**src/rtl/lsu_pkg.sv**
```systemverilog
// Shared definitions for the load/store unit.
//   - RISC-V funct3 codes for the supported load/store widths
//   - FSM state encoding (also driven onto the debug state output)
//   - small helpers that classify a request as illegal or misaligned
package lsu_pkg;

  localparam logic [2:0] F3_B  = 3'b000;
  localparam logic [2:0] F3_H  = 3'b001;
  localparam logic [2:0] F3_W  = 3'b010;
  localparam logic [2:0] F3_BU = 3'b100;
  localparam logic [2:0] F3_HU = 3'b101;

  typedef enum logic [1:0] {
    S_IDLE = 2'd0,
    S_RD   = 2'd1,
    S_RDW  = 2'd2,
    S_WR   = 2'd3
  } lsu_state_e;

  // Unsigned widths exist only for loads; any other code is not a memory op.
  function automatic logic f3_illegal(input logic we, input logic [2:0] f3);
    case (f3)
      F3_B, F3_H, F3_W: f3_illegal = 1'b0;
      F3_BU, F3_HU:     f3_illegal = we;
      default:          f3_illegal = 1'b1;
    endcase
  endfunction

  function automatic logic f3_misaligned(input logic [2:0] f3, input logic [1:0] off);
    case (f3)
      F3_H, F3_HU: f3_misaligned = off[0];
      F3_W:        f3_misaligned = (off != 2'b00);
      default:     f3_misaligned = 1'b0;
    endcase
  endfunction

endpackage

```
**src/rtl/lsu_lane_align.sv**
```systemverilog
// Combinational byte-lane steering for the load/store unit.
// Ports:
//   funct3     - access width / signedness of the request
//   offset     - byte offset within the word (addr[1:0])
//   word       - word read from the SRAM
//   wdata      - right-justified store data from the core
//   load_data  - selected lane, sign- or zero-extended
//   store_word - read word with the store lane(s) replaced (full wdata for sw)
// Lanes are little-endian: byte k occupies bits 8k+7:8k.
module lsu_lane_align
  import lsu_pkg::*;
(
  input  logic [2:0]  funct3,
  input  logic [1:0]  offset,
  input  logic [31:0] word,
  input  logic [31:0] wdata,
  output logic [31:0] load_data,
  output logic [31:0] store_word
);

  logic [7:0]  byte_sel;
  logic [15:0] half_sel;

  always_comb begin
    byte_sel = 8'(word >> {offset, 3'b000});
    half_sel = offset[1] ? word[31:16] : word[15:0];

    case (funct3)
      F3_B:    load_data = {{24{byte_sel[7]}}, byte_sel};
      F3_BU:   load_data = {24'd0, byte_sel};
      F3_H:    load_data = {{16{half_sel[15]}}, half_sel};
      F3_HU:   load_data = {16'd0, half_sel};
      default: load_data = word;
    endcase

    store_word = word;
    case (funct3)
      F3_B: store_word[{offset, 3'b000} +: 8] = wdata[7:0];
      F3_H: begin
        if (offset[1]) store_word[31:16] = wdata[15:0];
        else           store_word[15:0]  = wdata[15:0];
      end
      F3_W:    store_word = wdata;
      default: ;
    endcase
  end

endmodule

```
**src/rtl/lsu_sram_ctrl.sv**
```systemverilog
// Load/store unit between the core's execute stage and a single-port,
// word-wide synchronous SRAM. Sub-word stores are read-modify-write.
// Ports:
//   clk, rstn            - clock (rising edge), async active-low reset
//   req_valid/req_ready  - request handshake: a request is taken at a rising
//                          edge where both are high; req_valid while
//                          req_ready is low is ignored and the core holds the
//                          request; req_ready is high exactly in IDLE
//   req_we, req_funct3, req_addr, req_wdata - request fields
//   resp_valid           - one-cycle completion pulse per request
//   resp_rdata           - load result (0 for stores and faults)
//   resp_fault           - illegal funct3, misaligned or out-of-range
//   mem_en/mem_we/mem_addr/mem_wdata/mem_rdata - SRAM port (read data is
//                          valid the cycle after a read edge)
//   dbg_state            - current FSM state
module lsu_sram_ctrl
  import lsu_pkg::*;
#(
  parameter int ADDR_W = 5
) (
  input  logic              clk,
  input  logic              rstn,
  input  logic              req_valid,
  output logic              req_ready,
  input  logic              req_we,
  input  logic [2:0]        req_funct3,
  input  logic [31:0]       req_addr,
  input  logic [31:0]       req_wdata,
  output logic              resp_valid,
  output logic [31:0]       resp_rdata,
  output logic              resp_fault,
  output logic              mem_en,
  output logic              mem_we,
  output logic [ADDR_W-1:0] mem_addr,
  output logic [31:0]       mem_wdata,
  input  logic [31:0]       mem_rdata,
  output logic [1:0]        dbg_state
);

  lsu_state_e  state;
  logic        we_q;
  logic [2:0]  f3_q;
  logic [1:0]  off_q;
  logic [31:0] wdata_q;

  logic        out_of_range;
  logic        fault_now;
  logic [31:0] load_data;
  logic [31:0] store_word;

  assign req_ready = (state == S_IDLE);
  assign dbg_state = state;

  // Anything above the last SRAM byte is rejected before touching memory.
  assign out_of_range = ((req_addr >> (ADDR_W + 2)) != 32'd0);
  assign fault_now    = f3_illegal(req_we, req_funct3)
                      || f3_misaligned(req_funct3, req_addr[1:0])
                      || out_of_range;

  lsu_lane_align u_align (
    .funct3     (f3_q),
    .offset     (off_q),
    .word       (mem_rdata),
    .wdata      (wdata_q),
    .load_data  (load_data),
    .store_word (store_word)
  );

  // The word index is captured into mem_addr at accept and simply held, so
  // the read and the write-back of a read-modify-write hit the same word.
  always_ff @(posedge clk or negedge rstn) begin
    if (!rstn) begin
      state      <= S_IDLE;
      we_q       <= 1'b0;
      f3_q       <= 3'd0;
      off_q      <= 2'd0;
      wdata_q    <= 32'd0;
      resp_valid <= 1'b0;
      resp_fault <= 1'b0;
      resp_rdata <= 32'd0;
      mem_en     <= 1'b0;
      mem_we     <= 1'b0;
      mem_addr   <= '0;
      mem_wdata  <= 32'd0;
    end else begin
      resp_valid <= 1'b0;
      resp_fault <= 1'b0;
      resp_rdata <= 32'd0;
      mem_en     <= 1'b0;
      mem_we     <= 1'b0;

      case (state)
        S_IDLE: begin
          if (req_valid) begin
            we_q    <= req_we;
            f3_q    <= req_funct3;
            off_q   <= req_addr[1:0];
            wdata_q <= req_wdata;
            if (fault_now) begin
              resp_valid <= 1'b1;
              resp_fault <= 1'b1;
            end else if (req_we && (req_funct3 == F3_W)) begin
              // Full-word store needs no read.
              state     <= S_WR;
              mem_en    <= 1'b1;
              mem_we    <= 1'b1;
              mem_addr  <= req_addr[ADDR_W+1:2];
              mem_wdata <= req_wdata;
            end else begin
              state    <= S_RD;
              mem_en   <= 1'b1;
              mem_addr <= req_addr[ADDR_W+1:2];
            end
          end
        end

        S_RD: state <= S_RDW;

        S_RDW: begin
          if (we_q) begin
            state     <= S_WR;
            mem_en    <= 1'b1;
            mem_we    <= 1'b1;
            mem_wdata <= store_word;
          end else begin
            state      <= S_IDLE;
            resp_valid <= 1'b1;
            resp_rdata <= load_data;
          end
        end

        S_WR: begin
          state      <= S_IDLE;
          resp_valid <= 1'b1;
        end

        default: state <= S_IDLE;
      endcase
    end
  end

endmodule
```
**config.mk**
```make
export PLATFORM = sky130hd
export DESIGN_NAME = lsu_sram_ctrl
export DESIGN_NICKNAME = d
export VERILOG_FILES = /design/src/rtl/lsu_pkg.sv /design/src/rtl/lsu_lane_align.sv /design/src/rtl/lsu_sram_ctrl.sv
export SDC_FILE = /design/constraint.sdc
export NUM_CORES = 1
export LEC_CHECK = 0
export ABC_CLOCK_PERIOD_IN_PS = 4100
export CORE_MARGIN = 2
export CORE_UTILIZATION = 42
export DETAILED_ROUTE_END_ITERATION = 8
export HOLD_SLACK_MARGIN = 0.05
export PLACE_DENSITY = 0.82
export SLEW_MARGIN = 10
export SYNTH_ARGS = -nofsm -noshare
export SYNTH_HDL_FRONTEND = slang
export SYNTH_HIERARCHICAL = 1
export SYNTH_SLANG_ARGS = --single-unit
```
**constraint.sdc**
```tcl
create_clock -name clk -period 4.1 [get_ports clk]
set_clock_uncertainty 0.1 [all_clocks]
set_input_delay 0.82 -clock clk [delete_from_list [all_inputs] [get_ports clk]]
set_output_delay 0.82 -clock clk [all_outputs]
set_load 0.02 [all_outputs]
```
# Word-level counts from Yosys, hierarchy flattened
# Cells that the tools add are included.
dict set report op_classes {
  n_addsub 1
  n_eq_ne 15
  shift 3
  mux 33
  bitwise_logic 1
  n_reduce_logical 16
}
# cell n
set op_table {}
lappend op_table {{2-to-1 mux 32 bit} 6}
lappend op_table {{one-hot mux 32 bit (4 select lines)} 1}
lappend op_table {{one-hot mux 32 bit (3 select lines)} 1}
lappend op_table {{one-hot mux 32 bit (2 select lines)} 1}
lappend op_table {{2-to-1 mux 16 bit} 3}
lappend op_table {{bitwise mux 32 bit} 1}
lappend op_table {{nonzero test 32 bit} 1}
lappend op_table {{variable shift 8 x 7 -> 32 bit (first input constant)} 1}
lappend op_table {{indexed part select 8 x 7 -> 32 bit} 1}
lappend op_table {{right shift 32 x 5 -> 8 bit} 1}
lappend op_table {{equality test 3 bit (second input constant)} 4}
lappend op_table {{2-to-1 mux 1 bit} 10}
lappend op_table {{2-to-1 mux 2 bit} 4}
lappend op_table {{one-hot mux 1 bit (2 select lines)} 4}
lappend op_table {{one-hot mux 2 bit (4 select lines)} 1}
lappend op_table {{negation 5 -> 7 bit} 1}
lappend op_table {{equality test 3 x 1 -> 1 bit (second input constant)} 2}
lappend op_table {{equality test 3 x 2 -> 1 bit (second input constant)} 2}
lappend op_table {{zero test 3 bit} 2}
lappend op_table {{!= test 2 bit (second input constant)} 3}
lappend op_table {{AND reduction 5 bit} 1}
lappend op_table {{equality test 2 bit (second input constant)} 2}
lappend op_table {{AND reduction 2 bit} 2}
lappend op_table {{nonzero test 2 bit} 2}
lappend op_table {{10 further kinds} 12}
dict set report totals {
  register_bits 113
  elab_cells 81
}

# Logic depth before layout (Yosys ltp)
# Gate-level depths: netlist of the first run.
dict set report depth {
  ltp_word 8
  mapped_depth 9
}

# Modules after synthesis
# The synthesis of the first run kept the hierarchy.
# mod instances cells_each area_per_inst_um2 seq_area_each_um2
set by_module_without_submodules {}
lappend by_module_without_submodules {lsu_sram_ctrl 1 422 4773.3 2827.7}
lappend by_module_without_submodules {lsu_lane_align 1 257 1574.0 0.0}

# Worst setup path after synthesis of the first run
# No wires, ideal clock.
dict set report synth_path {
  path_type {input to register}
  startpoint {in req_addr[25]}
  endpoint {reg mem_addr[0]}
  setup_time_ns 0.128
  t_arrival_ns 2.171
  required_time_ns 3.872
  slack_ns 1.701
  path_stages 5
  cell_sequence {or4_4 -> nor4_4 -> and4_1 -> buf_2 -> mux2_1}
}
dict set report synth_between {
  elab_chain_len 4
}
# element line_no
set synth_lines {}
lappend synth_lines {{start, declared} lsu_sram_ctrl.sv:27} ;# input logic [31:0] req_addr,
lappend synth_lines {{nonzero test 32 bit} lsu_sram_ctrl.sv:55} ;# assign out_of_range = ((req_addr >> (ADDR_W + 2)) != 32'd0);
lappend synth_lines {{logical OR 1 bit} lsu_sram_ctrl.sv:58} ;# || out_of_range;
lappend synth_lines {{inverter 1 bit (no source line)} --}
lappend synth_lines {{AND reduction 3 bit (no source line)} --}
lappend synth_lines {{end signal, assigned} lsu_sram_ctrl.sv:107} ;# mem_addr <= req_addr[ADDR_W+1:2];
lappend synth_lines {{end signal, assigned} lsu_sram_ctrl.sv:112} ;# mem_addr <= req_addr[ADDR_W+1:2];
lappend synth_lines {{end, declared} lsu_sram_ctrl.sv:34} ;# output logic [ADDR_W-1:0] mem_addr,
# Every way passes these cells.
# A chain may end at the register's enable or synchronous reset.

# Final worst setup path of the first run
dict set report layout_path {
  startpoint {reg f3_q[0]}
  endpoint {reg mem_wdata[13]}
}
dict set report layout_between {
  elab_chain_len 4
  word_cells_on_any_way 6
  cone_classes {eq/ne: 2; mux: 3; reduce/logical: 1}
}
# element line_no
set layout_lines {}
lappend layout_lines {{start, declared} lsu_sram_ctrl.sv:42} ;# logic [2:0] f3_q;
lappend layout_lines {{start signal, assigned} lsu_sram_ctrl.sv:96} ;# f3_q <= req_funct3;
lappend layout_lines {{equality test 3 x 2 -> 1 bit, or another cell as far along} lsu_lane_align.sv:37} ;# case (funct3)
lappend layout_lines {{one-hot mux 32 bit (3 select lines) *} lsu_lane_align.sv:37}
lappend layout_lines {{net store_word[13]} lsu_sram_ctrl.sv:49} ;# logic [31:0] store_word;
lappend layout_lines {{2-to-1 mux 32 bit *} lsu_sram_ctrl.sv:120} ;# if (we_q) begin
lappend layout_lines {{one-hot mux 32 bit (2 select lines) *} lsu_sram_ctrl.sv:92} ;# case (state)
lappend layout_lines {{end signal, assigned} lsu_sram_ctrl.sv:108} ;# mem_wdata <= req_wdata;
lappend layout_lines {{end signal, assigned} lsu_sram_ctrl.sv:124} ;# mem_wdata <= store_word;
lappend layout_lines {{end, declared} lsu_sram_ctrl.sv:35} ;# output logic [31:0] mem_wdata,
# Mark *: on every way through the listed nets, which the timed path passes. The rest lies on a longest branch. The select of a mux whose other input is x is not followed.

==> metrics, run 1 <==
status=complete, no violations; Post-Syn Area=6347 um^2; Synth-to-Final Area Change=38.83%; CTS tree=built; Lkg Pwr=0.003885 uW; setup TNS=0 ns; number of synthesized flops with an enable pin=0; total power=3347 uW; die height=126.9 um; power per cell area=approximately 380 nW/um^2; Slew Viols, Final=0; Clock Sinks=113; max-cap viol count=0; # rows=44; PortBufs=around 180; commonest non-fill, non-tap cell in the layout=clkdlybuf4s50_1; share of layout cells above drive strength 1=10.86%; Post-Route WL=approximately 20,000 um; Yosys reg bits=around 110; largest net degree at the start of global routing=91; final hold slack=between 0.3 and 0.4 ns; vias in the first global route=5,807; number of remaining DRC errors=0; DRT antenna net count=0; htree depth=4; most frequent cells in the layout=177 x clkdlybuf4s50_1, 171 x nand2_1, 113 x dfrtp_1, 46 x nor2_1, 33 x and3_1; worst-path maximum fanout=34; Critical Path Sink Type=register; clk_lat worst skew=about 0.42 ns; crit start category=register; DR top layer=met4; post-detail-place hpwl=14,080 um; cts bufs inserted=17; fin util=60.18%; Nets=943; path category of the worst min-delay check=register to register; slew margin rel.=between 30% and 40%; GRT Util Overall=25.47%; vias per inst=5.725; wire length on met1=between 8000 and 9000 um; ANT cells=0; 1st-iter DRT viols=717; Clock Path Buffers=2; RR Endpoint=mem_wdata[13]$_DFFE_PN0P_; crit path launch=f3_q[0]$_DFFE_PN0P_; IO Pins=179; routed vias=around 6,000; hold buffers post-CTS=0; fin crit share=about 72%; clk root buf=clkbuf_16; Mapped Avg Cell Area=approximately 9.3 um^2; Setup Viol. Count Final=0; yosys synthesis warning count=6; GPL Wtd Cong=between 0.9 and 1; worst path required time=4.27 ns; Yosys top cell by area=dfrtp_1; clock slew at reported path FFs=~0.06 ns; ys async rst share=100.0%; worst r2r src=f3_q[0]$_DFFE_PN0P_; CTS resizes=0; peak supply drop=0.3262 mV; syn_nets=~800; die width=126.9 um; Met2 Wirelength=between 9000 and 10,000 um; post-synthesis sequential area ratio=44.55%; minimum clock period=slightly below 3 ns; Setup crit end=mem_wdata[13]$_DFFE_PN0P_; Arr. time, crit path=roughly 3.1 ns; DR WL/cell=19.70 um; RSZ-0062 raised after global routing=false; Least-Margin Pin Slew=0.9987 ns; Reg2Reg Setup Slack=1.15 ns; Post-Syn Instances=679; WL met3=1789 um; Hold Vio Cnt, Final=0; worst setup path class=register to register; gr ovfl total=0; initial antenna violation count=0; top_reg_cell synth=dfrtp_1; synth unique cells=62; Starting Density=43.34%; TritonRoute pass-1 iters=8; die area=16,110 um^2; first-pass GRT wire length=~32,000 um; Core Box Area=14,640 um^2; main area contributors after synthesis=dfrtp_1 45%, nand2_1 10%, a22oi_2 5.9%; r2r worst-path depth=6; Fmax achieved=338.9 MHz; Yosys top cell area share=44.55%; setup bufs post-CTS=0
## area by class of cell
cell class	instances	area, um^2
tap	184	230.2
clock buffer	21	480.5
multi-input combinational	495	3168
sequential	113	2828
fill	1228	5832
inverter	22	82.58
timing repair buffer	186	1843
clock inverter	10	180.2
## synthesized netlist by cell type (4+ instances only)
master      n
nand2_1   171
dfrtp_1   113
nor2_1     46
and3_1     33
mux2i_1    32
o21ai_0    31
a22oi_2    30
clkbuf_1   29
a22oi_1    26
inv_1      22
a21oi_1    13
buf_2      11
a222oi_1    8
nand2b_1    8
a22o_1      7
nor2b_1     7
a221o_1     6
ha_1        5
mux2_1      5
nor4_1      5
o221ai_1    5
a21o_1      4
and2_1      4
buf_6       4
mux2_2      4
## cells by family after synthesis
logic type	after synthesis	share of synthesized area, %
and+or+nand+nor	295	21.76
buffers and inverters	71	5.657
DFF	113	44.55
adders and majority gates	5	0.9856
AOI/OAI and AO/OA	153	20.05
muxes	42	6.998
## per-stage QoR
step / setup slack [ns] / instances / instance area, um^2
after floorplan: 1.701 / 679 / 6347
after global placement: 1.045 / 1000 / 8148
after detailed placement: 0.9967 / 1000 / 8148
after CTS: 1.198 / 1031 / 8808
after global routing: 0.9382 / 1031 / 8812
final: 1.150 / 1031 / 8812
## critical path, stage by stage (launching register included)
cell and delay [ns]:
dfrtp_1 0.99, or3b_2 0.57, a21o_1 0.30, a222oi_1 0.34, inv_1 0.07, mux2i_1 0.28
a22oi_1 0.15
## sequential cells by signal, indices dropped and copies added, names as in the netlist
signal / flops
dbg_state: 2
mem_en: 1
wdata_q: 32
resp_rdata: 32
resp_fault: 1
resp_valid: 1
f3_q: 3
we_q: 1
off_q: 2
mem_wdata: 32
mem_we: 1
mem_addr: 5
## how the worst min path moves through the flow
stage	end	slack (ns)	from	cells after the start
2_1_floorplan	wdata_q[17]$_DFFE_PN0P_	0.34	wdata_q[17]$_DFFE_PN0P_	2
3_3_place_gp	wdata_q[17]$_DFFE_PN0P_	0.36	wdata_q[17]$_DFFE_PN0P_	2
3_5_place_dp	wdata_q[17]$_DFFE_PN0P_	0.37	wdata_q[17]$_DFFE_PN0P_	2
4_1_cts	wdata_q[17]$_DFFE_PN0P_	0.38	wdata_q[17]$_DFFE_PN0P_	2
5_1_grt	mem_addr[1]$_DFFE_PN0P_	0.40	mem_addr[1]$_DFFE_PN0P_	1
6_report	wdata_q[17]$_DFFE_PN0P_	0.37	wdata_q[17]$_DFFE_PN0P_	2
## layer usage
metal	GRT usage [%]	up-vias
met5	0	-
met4	10.15	0
met3	5.399	45
met2	38.68	300
met1	35.72	2841
li1	-	2716
## power breakdown
part / switching [uW] / internal [uW]
registers: 61.4 / 1150
logic: 269 / 215
clock network: 517 / 1130
total: 847 / 2500
Note: power is estimated with default switching activity, not from simulation.
==> inputs of run 2 (changes only) <==
Settings changed: ABC_CLOCK_PERIOD_IN_PS 4100 to 3000.
Clock period 4.1 ns to 3 ns, I/O delays scaled along.
==> metrics, run 2 (synthesis results as in run 1) <==
CP cell instances=buf_4, or3b_2, a21o_1, a222oi_1, inv_1, mux2i_1, a22oi_1; DRT antenna net count=0; htree depth=4; path category of the worst min-delay check=register to register; post-detail-place hpwl=14,630 um; die area=roughly 16,000 um^2; worst-path maximum fanout=9; Synth-to-Final Area Change=40.21%; Reg2Reg Setup Slack=0.52 ns; sw power=around 1200 uW; worst path required time=3.17 ns; number of remaining DRC errors=0; Regs by FF count=mem_wdata (32), resp_rdata (32), wdata_q (32); clk root buf=clkbuf_16; placed cells=1,017; combinational share of power=16.7%; setup TNS=0 ns; die height=126.9 um; Core Box Area=14,640 um^2; cts bufs inserted=17; Slew Viols, Final=0; clk_lat worst skew=0.41 ns; fin cells=1,050; TritonRoute pass-1 iters=7; most frequent cells in the layout=177 x clkdlybuf4s50_1, 171 x nand2_1, 113 x dfrtp_1, 46 x nor2_1, 33 x and3_1; CP max stage cell=or3b_2; largest net degree at the start of global routing=59; max-cap viol count=0; Least-Margin Pin Slew=0.7989 ns; fin crit share=82.59%; clock power share=45.7%; status=complete, no violations; # rows=between 40 and 50; first-pass GRT wire length=31,970 um; Lkg Pwr=0.003928 uW; Arr. time, crit path=2.64 ns; power per cell area=484.6 nW/um^2; worst setup path class=register to register; DR WL/cell=19.26 um; sequential power share=37.6%; crit start category=register; 1st-iter DRT viols=787; initial antenna violation count=0; GPL Wtd Cong=0.9903; share of layout cells above drive strength 1=between 10% and 20%; Clock Path Buffers=2; GRT Util Overall=25.51%; IO Pins=179; fin util=60.77%; vias in the first global route=5,799; Int Pwr=between 3000 and 4000 uW; Setup Viol. Count Final=0; final hold slack=between 0.3 and 0.4 ns; CTS tree=built; Hold Vio Cnt, Final=0; setup bufs post-CTS=0; routed vias=5,998; Post-Route WL=20,220 um; Starting Density=43.34%; PortBufs=178; RSZ-0062 raised after global routing=false; Fmax achieved=403.6 MHz; clock slew at reported path FFs=0.06 ns; vias per inst=5.712; ANT cells=0; Sw Ratio=27.05%; die width=about 130 um; slew margin rel.=46.68%; Nets=961; CP max stage delay=0.53 ns; Clock Sinks=113; gr ovfl total=0; peak supply drop=0.3990 mV; Fillers=1,197; Critical Path Sink Type=register; commonest non-fill, non-tap cell in the layout=clkdlybuf4s50_1; minimum clock period=around 2.5 ns
-- run 2: cell types whose count changed in the layout (fill, tap and decap cells not counted), sizes merged --
cell,change
buf,+17
clkinvlp,+5
bufinv,-3
inv,+1
clkbuf,-2
dlygate4sd3,+1
-- run 2: worst paths after layout --
path,startpoint,to,depth (start not counted)
min in group asynchronous,rstn,resp_rdata[24]$_DFF_PN0_,2
hold reg to reg,wdata_q[16]$_DFFE_PN0P_,wdata_q[16]$_DFFE_PN0P_,2
setup / recovery,off_q[1]$_DFFE_PN0P_,mem_wdata[13]$_DFFE_PN0P_,7
hold / removal,wdata_q[16]$_DFFE_PN0P_,wdata_q[16]$_DFFE_PN0P_,2
max in group asynchronous,rstn,wdata_q[0]$_DFFE_PN0P_,3
setup reg to reg,off_q[1]$_DFFE_PN0P_,mem_wdata[13]$_DFFE_PN0P_,7
-- run 2: power groups by stage --
stage	combinational (uW)	sequential (uW)	clock, uW
global route	785	1630	2070
detailed placement	699	1650	0
finish	719	1620	1970
CTS	708	1620	2010
floorplan	367	1630	0
global placement	691	1640	0
-- run 2: area by class of cell --
| type | instances | area (um^2) | share of cell area, % |
|---|---|---|---|
| Clock buffer | 19 | 452.9 | 5.089 |
| Clock inverter | 13 | 136.4 | 1.532 |
| Inverter | 22 | 82.58 | 0.9279 |
| Multi-Input combinational cell | 495 | 3168 | 35.60 |
| Sequential cell | 113 | 2828 | 31.77 |
| Tap cell | 184 | 230.2 | 2.587 |
| Timing Repair Buffer | 204 | 2002 | 22.49 |
-- run 2: critical path, delay by kind of cell, from the launching register on --
family	cells	cell delay, ns
DFF	1	0.38
AOI/OAI and AO/OA	3	0.76
buffers and inverters	2	0.25
muxes	1	0.31
and+or+nand+nor	1	0.53
-- run 2: per-layer routing --
layer / part of all wire [%] / track usage [%] / wire length, um / vias up
li1: - / - / - / 2741
met1: 43 / 35.66 / 8676 / 2898
met2: 46 / 38.93 / 9348 / 327
met3: 8.9 / 6.242 / 1807 / 32
met4: 1.9 / 8.662 / 384 / 0
met5: 0 / 0 / 0 / -
-- run 2: stage by stage --
step,setup slack [ns],total power (uW),area (um^2)
final,0.5223,4313,8900
after global routing,0.4233,4483,8900
after CTS,0.5604,4333,8900
after detailed placement,0.1846,2345,8300
after global placement,0.2404,2335,8300
after floorplan,0.6812,2000,6347
-- run 2: what timing repair did --
action / 4_1_cts / 5_1_grt
endpoints found under the hold margin: 27 / 0
endpoints found under the setup margin: 0 / 0
hold buffers: 1 / 0
resized for setup: 0 / 0
